===== config.mk =====
export PLATFORM = sky130hd
export DESIGN_NAME = uart_cmd_rx
export DESIGN_NICKNAME = d
export VERILOG_FILES = /design/src/rtl/phase_ping_pkg.sv /design/src/rtl/rx_sync2.sv /design/src/rtl/uart_cmd_rx.sv
export SDC_FILE = /design/constraint.sdc
export NUM_CORES = 1
export LEC_CHECK = 0
export ABC_AREA = 1
export BUFFER_PORTS_ARGS = -buffer_cell sky130_fd_sc_hd__buf_4
export CAP_MARGIN = 20
export CORE_UTILIZATION = 50
export DETAILED_ROUTE_END_ITERATION = 10
export PLACE_DENSITY = 0.69
export SLEW_MARGIN = 40
export SYNTH_ARGS = -nofsm -noshare
export SYNTH_HDL_FRONTEND = slang
export SYNTH_SLANG_ARGS = --single-unit

===== constraint.sdc =====
create_clock -name clk -period 1.95 [get_ports clk]
set_clock_uncertainty 0.1 [all_clocks]
set_input_delay 0.0975 -clock clk [delete_from_list [all_inputs] [get_ports clk]]
set_output_delay 0.0975 -clock clk [all_outputs]
set_load 0.05 [all_outputs]

===== src/rtl/phase_ping_pkg.sv =====
// Shared definitions for the phase-ping serial path.
// Holds the receiver FSM state encoding, the single-byte command codes and
// the default clock / baud figures shared with the transmitter and capture
// stages.
package phase_ping_pkg;

  typedef enum logic [1:0] {
    ST_IDLE  = 2'd0,
    ST_START = 2'd1,
    ST_DATA  = 2'd2,
    ST_STOP  = 2'd3
  } rx_state_e;

  localparam logic [7:0] CMD_TRIG = 8'h54;  // 'T'
  localparam logic [7:0] CMD_CLR  = 8'h52;  // 'R'

  localparam int DEF_CLK_FREQ = 48000000;
  localparam int DEF_SYM_RATE = 1200;

endpackage


===== src/rtl/rx_sync2.sv =====
// Two-flop synchronizer for the asynchronous UART line.
// Both flops reset to 1 so an idle-high line never looks like a start bit
// coming out of reset.
// Ports:
//   clk  in  system clock
//   rst  in  synchronous active-low reset
//   d    in  asynchronous input
//   q    out synchronized output (second flop)
module rx_sync2 (
  input  logic clk,
  input  logic rst,
  input  logic d,
  output logic q
);

  logic s1_q, s2_q;
  logic s1_d, s2_d;

  always_comb begin
    s1_d = d;
    s2_d = s1_q;
  end

  always_ff @(posedge clk) begin
    if (!rst) begin
      s1_q <= 1'b1;
      s2_q <= 1'b1;
    end else begin
      s1_q <= s1_d;
      s2_q <= s2_d;
    end
  end

  assign q = s2_q;

endmodule


===== src/rtl/uart_cmd_rx.sv =====
// 8N1 UART receiver with single-byte command decode.
// Deserializes bytes from fpga_rx_pin, counts accepted bytes modulo 256,
// fires trig on TRIG_BYTE and clears the counter on CLR_BYTE.
// Ports:
//   clk          in  system clock, rising edge
//   rst          in  synchronous active-low reset
//   fpga_rx_pin  in  asynchronous UART line, idle high
//   rx_byte      out last accepted data byte
//   rx_valid     out one-cycle pulse when rx_byte is updated
//   trig         out one-cycle pulse when the accepted byte is TRIG_BYTE
//   rx_counter   out accepted-byte count, modulo 256
//   frame_err    out one-cycle pulse when the stop bit is sampled low
//   rx_busy      out high while a frame is in progress
module uart_cmd_rx
  import phase_ping_pkg::*;
#(
  parameter int         CLK_FREQ  = DEF_CLK_FREQ,
  parameter int         SYM_RATE  = DEF_SYM_RATE,
  parameter logic [7:0] TRIG_BYTE = CMD_TRIG,
  parameter logic [7:0] CLR_BYTE  = CMD_CLR
) (
  input  logic       clk,
  input  logic       rst,
  input  logic       fpga_rx_pin,
  output logic [7:0] rx_byte,
  output logic       rx_valid,
  output logic       trig,
  output logic [7:0] rx_counter,
  output logic       frame_err,
  output logic       rx_busy
);

  localparam int SYM_CNT = CLK_FREQ / SYM_RATE;
  localparam int SCW     = $clog2(SYM_CNT);

  localparam logic [SCW-1:0] HALF_LAST = SCW'(SYM_CNT / 2 - 1);
  localparam logic [SCW-1:0] BIT_LAST  = SCW'(SYM_CNT - 1);

  logic rxs;

  rx_sync2 u_sync (
    .clk (clk),
    .rst (rst),
    .d   (fpga_rx_pin),
    .q   (rxs)
  );

  rx_state_e      state_q, state_d;
  logic [SCW-1:0] timer_q, timer_d;
  logic [2:0]     idx_q, idx_d;
  logic [7:0]     shreg_q, shreg_d;
  logic           armed_q, armed_d;
  logic [7:0]     byte_q, byte_d;
  logic [7:0]     cnt_q, cnt_d;
  logic           valid_q, valid_d;
  logic           trig_q, trig_d;
  logic           ferr_q, ferr_d;

  always_comb begin
    state_d = state_q;
    timer_d = timer_q;
    idx_d   = idx_q;
    shreg_d = shreg_q;
    armed_d = armed_q;
    byte_d  = byte_q;
    cnt_d   = cnt_q;
    valid_d = 1'b0;
    trig_d  = 1'b0;
    ferr_d  = 1'b0;

    case (state_q)
      ST_IDLE: begin
        timer_d = '0;
        idx_d   = '0;
        // armed blocks a line stuck low (e.g. after a framing error) from
        // being taken as an endless stream of start bits.
        if (rxs) begin
          armed_d = 1'b1;
        end else if (armed_q) begin
          state_d = ST_START;
          armed_d = 1'b0;
        end
      end

      ST_START: begin
        if (timer_q == HALF_LAST) begin
          timer_d = '0;
          if (rxs) begin
            // Start bit gone by mid-bit: glitch. Line is high, so re-arm.
            state_d = ST_IDLE;
            armed_d = 1'b1;
          end else begin
            state_d = ST_DATA;
          end
        end else begin
          timer_d = timer_q + SCW'(1);
        end
      end

      ST_DATA: begin
        if (timer_q == BIT_LAST) begin
          timer_d        = '0;
          shreg_d[idx_q] = rxs;
          idx_d          = idx_q + 3'd1;
          if (idx_q == 3'd7) state_d = ST_STOP;
        end else begin
          timer_d = timer_q + SCW'(1);
        end
      end

      ST_STOP: begin
        if (timer_q == BIT_LAST) begin
          timer_d = '0;
          state_d = ST_IDLE;
          if (rxs) begin
            // Valid stop bit means the line is high: arm now so a start bit
            // arriving right after the stop bit is not missed.
            armed_d = 1'b1;
            byte_d  = shreg_q;
            valid_d = 1'b1;
            trig_d  = (shreg_q == TRIG_BYTE);
            cnt_d   = (shreg_q == CLR_BYTE) ? 8'd0 : cnt_q + 8'd1;
          end else begin
            ferr_d = 1'b1;
          end
        end else begin
          timer_d = timer_q + SCW'(1);
        end
      end

      default: state_d = ST_IDLE;
    endcase
  end

  always_ff @(posedge clk) begin
    if (!rst) begin
      state_q <= ST_IDLE;
      timer_q <= '0;
      idx_q   <= '0;
      shreg_q <= '0;
      armed_q <= 1'b0;
      byte_q  <= '0;
      cnt_q   <= '0;
      valid_q <= 1'b0;
      trig_q  <= 1'b0;
      ferr_q  <= 1'b0;
    end else begin
      state_q <= state_d;
      timer_q <= timer_d;
      idx_q   <= idx_d;
      shreg_q <= shreg_d;
      armed_q <= armed_d;
      byte_q  <= byte_d;
      cnt_q   <= cnt_d;
      valid_q <= valid_d;
      trig_q  <= trig_d;
      ferr_q  <= ferr_d;
    end
  end

  assign rx_byte    = byte_q;
  assign rx_valid   = valid_q;
  assign trig       = trig_q;
  assign rx_counter = cnt_q;
  assign frame_err  = ferr_q;
  assign rx_busy    = (state_q != ST_IDLE);

endmodule


Yosys cells after proc, flatten, opt, wreduce, memory -nomap -nowiden:

Cells that the tools add are included.
Widths: inputs -> output; s select.

* register bits: 51
* input port bits: 3
* output and inout bits: 20
* logic and storage cells: 67

* add/sub/neg operators: 3
* order comparisons: 2
* equality and inequality tests: 14
* mux-type cells: 23
* reductions and logical operators: 13

Operators with widths (count)
* $pmux 16 s3: 1
* $mux 16: 2
* $add 16x1->16 const B: 1
* $eq 16x15->1 const B: 1
* $eq 16x16->1 const B: 1
* $eq 8x7->1 const B: 2
* $mux 2: 7
* $ne 2x2->1 const B: 6
* $reduce_and 3->1: 3
* $add 8x1->8 const B: 1
* $bwmux 8: 1
* $mux 8: 1
* $pmux 2 s4: 1
* $mux 1: 6
* $pmux 3 s2: 1
* $reduce_and 6->1: 1
* $eq 2x2->1 const B: 2
* $lt 3x4->1 const B: 1
* $reduce_and 2->1: 2
* $reduce_and 4->1: 1
* $reduce_bool 2->1: 2
* $add 3x1->3 const B: 1
* $demux 1 s3: 1
* $eq 3x3->1 const B: 1
* other kinds (8): 8

Depth between registers and ports, before layout:

Gate-level depths: netlist (run 1).

* depth in word-level cells: 5
* depth in mapped cells: 10
* depth with buffers taken out: 10

Modules after synthesis:

From an unflattened synthesis (run 1), not the netlist that was laid out.

* cells, all modules: 361
* area, all modules: 2555.0 µm²

By module, submodules not included
* uart_cmd_rx: instances 1, cells an instance 355, area each 2499.9 µm²
* rx_sync2: instances 1, cells an instance 6, area each 55.1 µm²

Worst setup path before layout (run 1):

No wires, ideal clock.

* kind: reg-to-reg
* from: register cnt_q[0], in the netlist rx_counter[0]
* to: register cnt_q[6], in the netlist rx_counter[6]
* arrival time: 1.532 ns
* data required time: 1.780 ns
* setup slack: 0.248 ns
* cell stages (with the launch flop): 7
* path buffers: 0
* period minus slack after synthesis: 1.702 ns
* cell sequence: dfxtp_1 > ha_1 > nand2_1 > or2_2 > a21oi_1 > nand2_1 > a21oi_1

* cells in the longest elaborated chain, start to end: 2

RTL lines
* start, declared: RTL line uart_cmd_rx.sv:54 `logic [7:0] cnt_q, cnt_d;`
* start signal, assigned: RTL line uart_cmd_rx.sv:154 `cnt_q <= cnt_d;`
* $add 8x1->8: RTL line uart_cmd_rx.sv:122 `cnt_d = (shreg_q == CLR_BYTE) ? 8'd0 : cnt_q + 8'd1;`
* $mux 8: RTL line uart_cmd_rx.sv:122

No other way between the ends.
A chain may end at the register's enable or synchronous reset.

Worst setup path after layout (run 1):

* from: register timer_q[0]
* to: register cnt_q[2], in the netlist rx_counter[2]

* cells in the longest elaborated chain, start to end: 2

RTL lines
* start, declared: RTL line uart_cmd_rx.sv:49 `logic [SCW-1:0] timer_q, timer_d;`
* start signal, assigned: RTL line uart_cmd_rx.sv:149 `timer_q <= timer_d;`
* $eq 16x16->1: RTL line uart_cmd_rx.sv:112 `if (timer_q == BIT_LAST) begin`
* $reduce_and 3->1 (no line)

No other way between the ends.

==> out/metrics.yaml, run 1 <==
outcome:
  status: "finished, final reports clean"
critical_path:
  critPathBufInv: 0
  reg2reg_to: "rx_counter[2]"
  arrival_ns: 1.89
  crit_path_start: "timer_q[0]"
  cpPeakStageDelay_ns: 0.36
  path_max_fanout: 7
  crit_type: "reg -> reg"
  slowest_stage: "dfxtp_1"
  critical_path.cell_chain: "ha_1 > nand3_2 > nor3_1 > nand3_1 > o21ai_0 > nor2_1"
  crit_family: "simple AND/OR/NAND/NOR gates"
  cp_data_required_time_ns: 2.04
  endpoint: "rx_counter[2]"
  reg2reg_slack_ns: 0.14
  cp-end-kind: "flop"
  r2r-start: "timer_q[0]"
  path_depth: 6
  r2r_cells: 6
  critPathLaunchType: "flop"
detailed_routing:
  finalWirelength_um: 5000
  num_vias: 2255
  detail-route-antenna-nets: 0
  drt_iter0_drc: 142
  vias_per_cell: 4.90
  wl_per_cell_um: 10.9
  first_pass_iters: 5
  post-route-drc-count: 0
floorplan:
  ios: 23
  start_util: 0.527
  die_h_um: 73.3
  core_area_um2: 4820
  die_w_um: 73.3
  dieArea_um2: 5370
  row_count: 25
clock_tree:
  cts_root_buffer: "clkbuf_8"
  cts.clk_slew.worst_paths_ns: 0.10
  cts.sinks: 51
  cts_tree: "done"
  clockBufferDepth: 2
  htree_num_levels: 2
  cts_made_buffers: 5
  insertion_delay_ns: 0.31
  ctsResizeCount: 0
timing:
  worst_pin_slew_ns: 0.361
  fmax_mhz: 554
  tns_ns: 0
  slew_viol_final: 0
  hold_violations: 0
  setup_violations: 0
  rsz0062_at_grt: "no"
  slew_headroom: 0.757
  min_period_ns: 1.81
  fin_crit_sh: 0.926
  finalWorstSetupSlack_ns: 0.143
cells_and_area:
  syn2layout_area_growth_pct: 14.2
  final_area_um2: 2900
  nNetsFinal: 399
  drive_gt1_frac: 0.150
  fillers: 480
  antenna_cells: 0
global_routing:
  gr-total-overflow: 0
  grt_pass1_vias: 1916
  grt_max_degree: 19
  antenna_found_initial: 0
  grt_pass1_wl_um: 8650
  track_usage: 0.206
flow_run:
  drv_cap: 0
synth:
  ys_seq_area_frac: 0.402
  synth_nets: 372
  synth_area_per_cell_um2: 6.96
  syn_area_um2: 2540
  synth_cell_types: 35
  synth_top_area_frac: 0.402
  synth_warnings: 0
  yosysTopAreaCell: "dfxtp_1"
  synthTopCellsByArea: "dfxtp_1 (40%), nand2_1 (11%), nor2_1 (11%)"
  synth-seq-cells: 51
  syn_inst: 365
min_path:
  hold_class: "in -> reg"
power:
  static-leakage-power_nw: 1.22
  irDropWorstVdd_uv: 500
  power_density_nw_per_um2: 608
place:
  place_ws_ns: 0.147
  portBuffers: 22
  globalplace.congestion: 0.851
  dpl_cell_area_um2: 2790
  hpwl_um: 3710
==> layer usage <==
| metal | GRT usage | up-vias | wire (µm) |
|---|---|---|---|
| met1 | 0.308 | 995 | 2630 |
| met2 | 0.308 | 39 | 2140 |
| li1 | - | 1217 | - |
| met4 | 0.0458 | 0 | 43 |
| met3 | 0.0370 | 4 | 188 |
| met5 | 0 | - | 0 |
==> final cells by class <==
type                       instances  area, µm²  share of cell area
clock inverter                     2       16.3             0.00561
sequential                        51       1020               0.352
clock buffer                       6       82.6              0.0285
multi-input combinational        269       1330               0.458
inverter                          36        135              0.0466
timing repair buffer              29        233              0.0802
tap                               67       83.8              0.0289
==> state kept, by name, summed over array words and instances (netlist names), named ones only <==
name         count
state_q          1
timer_q         16
u_sync.s1_q      1
trig             1
rx_valid         1
idx_q            3
shreg_q          8
rx_byte          8
armed_q          1
frame_err        1
u_sync.q         1
rx_counter       8
==> worst min-delay path by stage <==
stage | start | end | slack (ns) | cells past startpoint
floorplan | fpga_rx_pin | u_sync.s1_q | 0.10 | 1
CTS | rst | shreg_q[0] | 0.005 | 3
global route | rst | shreg_q[0] | 0.04 | 3
finish | rst | shreg_q[0] | 0.01 | 3
detailed placement | fpga_rx_pin | u_sync.s1_q | 0.19 | 2
global placement | fpga_rx_pin | u_sync.s1_q | 0.19 | 2
==> what timing repair did <==
item | 4_1_cts | 5_1_grt
setup buffers | 0 | 0
hold buffers | 1 | 0
endpoints found under the hold margin | 1 | 0
==> power breakdown <==
part | internal (W) | switching [W] | leakage [nW]
logic | 0.0000230 | 0.0000429 | 0.761
clock network | 0.000290 | 0.000356 | 0.0474
registers | 0.00105 | 0.00000469 | 0.411
total | 0.00136 | 0.000404 | 1.22
==> per-stage QoR <==
step / hold WS [ns] / instances / util / total power, W
floorplan: 0.104 / 365 / - / 0.00112
global placement: 0.186 / 451 / 0.580 / 0.00114
global route: 0.0405 / 460 / 0.602 / 0.00183
detailed placement: 0.188 / 451 / 0.580 / 0.00114
CTS: 0.00517 / 460 / 0.602 / 0.00179
finish: 0.0129 / 460 / 0.602 / 0.00176
==> worst min-delay path, cell delays in order <==
cell and delay (ns):
buf_4 0.18, nand2_1 0.08, nor2_1 0.03
==> kinds of logic after synthesis <==
kind of cell               count (synthesis)  synth area share
buffers and inverters                     45            0.0744
adders and majority gates                  4            0.0197
and+or+nand+nor                          214             0.378
xor gates and xnor gates                  14            0.0483
AOI/OAI and AO/OA                         37            0.0773
DFF                                       51             0.402
==> cells in the mapped netlist, drive strengths merged <==
master and instances:
nor3 12, nor4 1, clkinv 1, ha 4, o21bai 1, clkbuf 2, or2 5, nand2 83
buf 7, o22ai 2, o211ai 1, a21oi 20, xor2 9, and3 2, dfxtp 51, inv 35
o21ai 13, nor2 79, nand4 6, xnor2 5, nand3 26
==> cell usage in the layout (no fill, tap or decap) <==
cell	netlist	routed
buf_4	2	27
or2_0	1	1
nand3_1	25	25
inv_1	32	32
and3_1	2	2
nor2_2	3	3
nor2_1	73	73
clkinv_4	0	1
xnor2_1	5	5
clkinv_1	1	1
nand2_2	5	5
inv_2	3	3
or2_2	4	4
nor4_1	1	1
nand3_2	1	1
nor3_1	11	11
ha_1	4	4
nor2_8	1	1
o21ai_0	10	10
o21ai_2	1	1
buf_12	0	1
dfxtp_1	51	51
xor2_1	9	9
nor2_4	2	2
o22ai_1	2	2
o21bai_1	1	1
o211ai_1	1	1
nand2_1	77	77
nand2_4	1	1
nor3_2	1	1
nand4_1	5	5
clkinvlp_4	0	1
dlygate4sd3_1	0	1
clkbuf_8	0	6
o21ai_1	2	2
a21oi_1	20	20
nand4_2	1	1
(Power assumes the default switching activity.)
==> inputs of run 2 (changes only) <==
- BUFFER_PORTS_ARGS: -buffer_cell sky130_fd_sc_hd__buf_4 -> -buffer_cell sky130_fd_sc_hd__buf_2
- CTS_BUF_LIST: not set -> sky130_fd_sc_hd__clkbuf_2 sky130_fd_sc_hd__clkbuf_4 sky130_fd_sc_hd__clkbuf_8
==> out/metrics.yaml, run 2 (same netlist as run 1, synthesis figures left out) <==
outcome:
  status: "finished, final reports clean"
global_routing:
  grt_pass1_wl_um: 8810  # +1.8%
  antenna_found_initial: 0  # unchanged
  gr-total-overflow: 0  # unchanged
  grt_max_degree: 19  # unchanged
  track_usage: 0.214  # +0.00725
  grt_pass1_vias: 1982  # +3.4%
timing:
  fin_crit_sh: 0.920  # -0.00598
  hold_violations: 0  # unchanged
  whs_ns: 0.0741  # +0.0612 ns
  min_period_ns: 1.79  # -0.0117 ns
  worst_pin_slew_ns: 0.344  # -0.0170 ns
  fmax_mhz: 557  # +0.65%
  tns_ns: 0  # unchanged
  rsz0062_at_grt: "no"
  setup_violations: 0  # unchanged
  slew_viol_final: 0  # unchanged
  slew_headroom: 0.770  # +0.0130
place:
  globalplace.congestion: 0.873  # +2.6%
  hpwl_um: 3870  # +4.4%
  portBuffers: 22  # unchanged
  placedCellCount: 454  # +0.67%
min_path:
  min_from: "rst"
  hold_class: "in -> reg"
  whs_endpoint: "shreg_q[0]"
  holdPathStages: 3  # unchanged
critical_path:
  crit_type: "reg -> reg"
  reg2reg_to: "timer_q[14]"
  path_max_fanout: 10  # +3
  cp-end-kind: "flop"
  r2r-start: "timer_q[0]"
  crit_path_start: "timer_q[0]"
  cp_data_required_time_ns: 2.06  # +0.02 ns
  r2r_cells: 9  # +3
  reg2reg_slack_ns: 0.16  # about the same
  arrival_ns: 1.90  # about the same
  critPathLaunchType: "flop"
cells_and_area:
  syn2layout_area_growth_pct: 14.1  # about the same
  nNetsFinal: 402  # +0.75%
  fillers: 454  # -5.4%
  layout_common_cells: "nand2_1 (77), nor2_1 (73), dfxtp_1 (51), inv_1 (32), nand3_1 (25)"
  drive_gt1_frac: 0.162  # +0.0115
  regMostFlops: "timer_q"
  seqCellArea_um2: 1020  # unchanged
  antenna_cells: 0  # unchanged
  utilization: 0.602  # about the same
  multi_input_area_um2: 1340  # +0.56%
  largest_reg_flops: 16  # unchanged
  stdcell_count: 463  # +0.65%
  final_common_cell: "nand2_1"
detailed_routing:
  drt_iter0_drc: 152  # +7.0%
  finalWirelength_um: 5230  # +4.6%
  detail-route-antenna-nets: 0  # unchanged
  vias_per_cell: 4.97  # +1.4%
  first_pass_iters: 4  # -1
  post-route-drc-count: 0  # unchanged
  wl_per_cell_um: 11.3  # +3.9%
  num_vias: 2301  # +2.0%
power:
  irDropWorstVdd_uv: 377  # -25%
  static-leakage-power_nw: 1.25  # +2.2%
  totalPowerFinal_w: 0.00190  # +8.0%
  power_density_nw_per_um2: 657  # +8.1%
clock_tree:
  cts.sinks: 51  # unchanged
  cts.clk_slew.worst_paths_ns: 0.09  # about the same
  cts_tree: "done"
  insertion_delay_ns: 0.31  # about the same
  clockBufferDepth: 2  # unchanged
  htree_num_levels: 2  # unchanged
  post_cts_buffers: 0  # unchanged
  cts_made_buffers: 5  # unchanged
  cts_root_buffer: "clkbuf_8"
floorplan:
  die_w_um: 73.3  # unchanged
  core_area_um2: 4820  # unchanged
  die_h_um: 73.3  # unchanged
  ios: 23  # unchanged
  row_count: 25  # unchanged
  start_util: 0.527  # unchanged
  dieArea_um2: 5370  # unchanged
flow_run:
  drv_cap: 0  # unchanged
-- run 2: worst max-delay path by stage --
stage | cells after the start | to
after floorplan | 6 | rx_counter[6]
after global placement | 9 | timer_q[11]
after detailed placement | 9 | timer_q[14]
after CTS | 9 | timer_q[14]
after global routing | 9 | shreg_q[0]
final | 9 | timer_q[14]
-- run 2: stage by stage --
| step | cell area, µm² | setup slack, ns |
|---|---|---|
| 5_1_grt | 2900 | 0.00201 |
| 3_3_place_gp | 2760 | 0.231 |
| 3_5_place_dp | 2760 | 0.157 |
| 2_1_floorplan | 2540 | 0.248 |
| 6_report | 2900 | 0.155 |
| 4_1_cts | 2890 | 0.132 |
-- run 2: per-layer routing --
metal / global-route usage / vias up / share of wire / routed length, µm
met5: 0 / - / 0 / 0
met4: 0.0654 / 0 / 0.012 / 61
met3: 0.0412 / 8 / 0.041 / 213
met2: 0.337 / 56 / 0.44 / 2300
met1: 0.295 / 1017 / 0.51 / 2650
li1: - / 1220 / - / -
-- run 2: final cells by class --
cell class              instances  share of cell area
multi-input cells             269               0.461
flip-flops and latches         51               0.352
repair buffers                 32              0.0691
inverters                      36              0.0466
well taps                      67              0.0289
clock buffers                   6              0.0285
clock inverters                 2              0.0134
-- run 2: report_power, final --
part / total [W] / internal (W) / switching, W / leakage (nW)
Clock: 0.000789 / 0.000423 / 0.000366 / 0.0618
Sequential: 0.00105 / 0.00105 / 0.00000471 / 0.411
Combinational: 0.0000644 / 0.0000210 / 0.0000435 / 0.774
Total: 0.00190 / 0.00149 / 0.000414 / 1.25
-- run 2: repair_timing --
action / 4_1_cts / 5_1_grt
hold buffers: 1 / 0
setup endpoints to repair: 0 / 10
gates resized for setup: 0 / 2
hold endpoints to repair: 1 / 0
-- run 2: critical path, cell delays in order (launching register included) --
cell     delay [ns]
dfxtp_1        0.36
ha_2           0.21
nand3_2        0.16
nor2_2         0.19
nand2_4        0.11
nand2_2        0.10
o21ai_2        0.08
nand3_1        0.17
buf_12         0.15
nor2_1         0.05
==> inputs of run 3 (changes only) <==
- ABC_AREA: 1 -> not set
- clock period: 1.95 -> 2.1 ns (I/O delays scaled with it)
==> out/metrics.yaml, run 3 <==
cells_and_area:
  regMostFlops: "timer_q"
  antenna_cells: 0  # unchanged
  final_common_cell: "dfxtp_1"
  fillers: 412  # -9.3%
  drive_gt1_frac: 0.174  # +0.0122
  nNetsFinal: 311  # -23%
  final_area_um2: 2720  # -6.1%
  largest_reg_flops: 16  # unchanged
  syn2layout_area_growth_pct: 13.1
  layout_common_cells: "dfxtp_1 (51), a21oi_1 (25), o21ai_0 (24), nand2_1 (23), buf_2 (22)"
detailed_routing:
  finalWirelength_um: 5440  # +4.1%
  first_pass_iters: 7  # +3
  drt_iter0_drc: 187  # +23%
  num_vias: 2115  # -8.1%
  wl_per_cell_um: 15.2  # +35%
  detail-route-antenna-nets: 0  # unchanged
  post-route-drc-count: 1  # +1
  vias_per_cell: 5.92  # +19%
synth:
  synth_cell_types: 49  # +40%
  synth_warnings: 0  # unchanged
  ys_top_cells_by_count: "dfxtp_1 (51), a21oi_1 (25), o21ai_0 (24), nand2_1 (23), nor2_1 (19)"
  synth_area_per_cell_um2: 8.59  # +23%
  yosysMostFrequentCell: "dfxtp_1"
  async_flop_share: 0  # unchanged
  ys.flop_type: "dfxtp_1"
  synth_top_area_frac: 0.424  # +0.0224
  syn_inst: 280  # -23%
  synth_nets: 287  # -23%
  yosysTopAreaCell: "dfxtp_1"
  ys_seq_area_frac: 0.424  # +0.0224
  synthTopCellsByArea: "dfxtp_1 (42%), a21oi_1 (5.2%), o21ai_0 (5.0%)"
  syn_area_um2: 2410  # -5.3%
  synth_edf_count: 0  # unchanged
  synth-seq-cells: 51  # unchanged
floorplan:
  core_area_um2: 4470  # -7.1%
  row_count: 24  # -4.0%
  ios: 23  # unchanged
  dieArea_um2: 5090  # -5.1%
  die_w_um: 71.4  # -2.6%
  start_util: 0.538  # +0.0105
  die_h_um: 71.4  # -2.6%
timing:
  slew_headroom: 0.625  # -0.145
  fmax_mhz: 505  # -9.3%
  tns_ns: 0  # unchanged
  fin_crit_sh: 0.943  # +0.0224
  worst_pin_slew_ns: 0.555  # +0.211 ns
  rsz0062_at_grt: "no"
  slew_viol_final: 0  # unchanged
  setup_violations: 0  # unchanged
  min_period_ns: 1.98  # +0.185 ns
  hold_violations: 0  # unchanged
  whs_ns: 0.0439  # -0.0303 ns
power:
  switching_share: 0.209  # -0.00818
  clkPwrFrac: 0.411  # -0.003
  p_switching_w: 0.000363  # -12%
  p_int_w: 0.00137  # -8.0%
  irDropWorstVdd_uv: 394  # +4.7%
  static-leakage-power_nw: 0.990  # -21%
  power_density_nw_per_um2: 637  # -3.0%
  p_comb_frac: 0.027  # -0.007
  power_frac_seq: 0.561  # +0.009
place:
  hpwl_um: 3550  # -8.4%
  globalplace.congestion: 0.798  # -8.6%
  dpl_cell_area_um2: 2570  # -6.8%
  portBuffers: 22  # unchanged
clock_tree:
  cts.sinks: 51  # unchanged
  cts_tree: "done"
  cts_root_buffer: "clkbuf_8"
  htree_num_levels: 2  # unchanged
  insertion_delay_ns: 0.30  # about the same
  cts.clk_slew.worst_paths_ns: 0.09  # about the same
  clockBufferDepth: 2  # unchanged
  cts_made_buffers: 5  # unchanged
global_routing:
  track_usage: 0.224  # +0.0109
  gr-total-overflow: 0  # unchanged
  grt_pass1_wl_um: 9220  # +4.6%
  grt_max_degree: 29  # +10
  grt_pass1_vias: 1997  # +0.76%
  antenna_found_initial: 0  # unchanged
critical_path:
  crit_type: "reg -> reg"
  cp-end-kind: "flop"
  critPathLaunchType: "flop"
  arrival_ns: 2.08  # +0.18 ns
  cp_data_required_time_ns: 2.20  # +0.14 ns
  path_max_fanout: 9  # -1
outcome:
  status: "complete, but fails checks"
  violations: "design-rule violations"
flow_run:
  drv_cap: 0  # unchanged
min_path:
  hold_class: "in -> reg"
-- run 3: cell count changes after synthesis, sizes merged, moves of 5 or more --
cell | before | now
inv | 35 | 6
a21oi | 20 | 25
and2 | 0 | 5
nor2 | 79 | 19
nand3 | 26 | 18
clkbuf | 2 | 12
nand2 | 83 | 23
and4 | 0 | 6
o21ai | 13 | 24
or3 | 0 | 13
nor3 | 12 | 1
-- run 3: kinds of logic (layout without fill, tap and decap cells) --
group,after synthesis,count (layout),share of synthesized area
and+or+nand+nor,117,118,0.283
DFF,51,51,0.424
adders and majority gates,4,4,0.0208
xor gates and xnor gates,11,11,0.0400
AOI/OAI and AO/OA,73,73,0.187
buffers and inverters,24,48,0.0447
-- run 3: timing repair --
action,in CTS,in global routing
hold buffers,1,0
hold endpoints to repair,1,0
gates resized for setup,0,2
endpoints found under the setup margin,0,9
setup buffers,0,1
-- run 3: stage by stage --
stage | setup slack (ns) | utilization | cells | power (W)
final | 0.120 | 0.608 | 357 | 0.00173
after global routing | 0.0111 | 0.608 | 357 | 0.00179
after CTS | 0.0781 | 0.603 | 355 | 0.00174
after detailed placement | 0.147 | 0.575 | 346 | 0.00104
after global placement | 0.200 | 0.575 | 346 | 0.00104
after floorplan | 0.212 | - | 280 | 0.00103
-- run 3: worst max-delay path: stages, from the launching register on --
cell and delay, ns:
dfxtp_1 0.33, ha_1 0.24, and4_2 0.30, and4_2 0.30, buf_4 0.19, a21o_1 0.17
o221a_2 0.23
-- run 3: layout make-up --
cell class                      instances  area [µm²]  share of cell area
Inverter                                6        22.5             0.00828
Sequential cell                        51        1020               0.375
Clock inverter                          2        35.0              0.0129
Tap cell                               52        65.1              0.0239
Multi-Input combinational cell        206        1290               0.475
Clock buffer                            6        82.6              0.0303
Timing Repair Buffer                   34         203              0.0745
-- run 3: power groups by stage --
stage                     registers, W  clock network (W)  logic (W)
after floorplan               0.000995                  0  0.0000325
after global placement        0.000995                  0  0.0000447
after detailed placement      0.000996                  0  0.0000455
after CTS                     0.000973           0.000725  0.0000472
after global routing          0.000974           0.000768  0.0000520
final                         0.000973           0.000713  0.0000474
-- run 3: final timing paths --
| check | startpoint | endpoint | slack, ns | cells past startpoint |
|---|---|---|---|---|
| worst max-delay path | timer_q[0] | idx_q[2] | 0.12 | 6 |
| worst min-delay path | rst | u_sync.s1_q | 0.04 | 2 |
| worst max register to register | timer_q[0] | idx_q[2] | 0.12 | 6 |
| worst min register to register | u_sync.s1_q | u_sync.q | 0.32 | 1 |
-- run 3: metal layers --
layer / share of wire / routed length, µm / global-route usage
met2: 0.45 / 2470 / 0.367
met3: 0.044 / 240 / 0.0380
met1: 0.49 / 2690 / 0.313
met5: 0 / 0 / 0
met4: 0.0068 / 37 / 0.0467
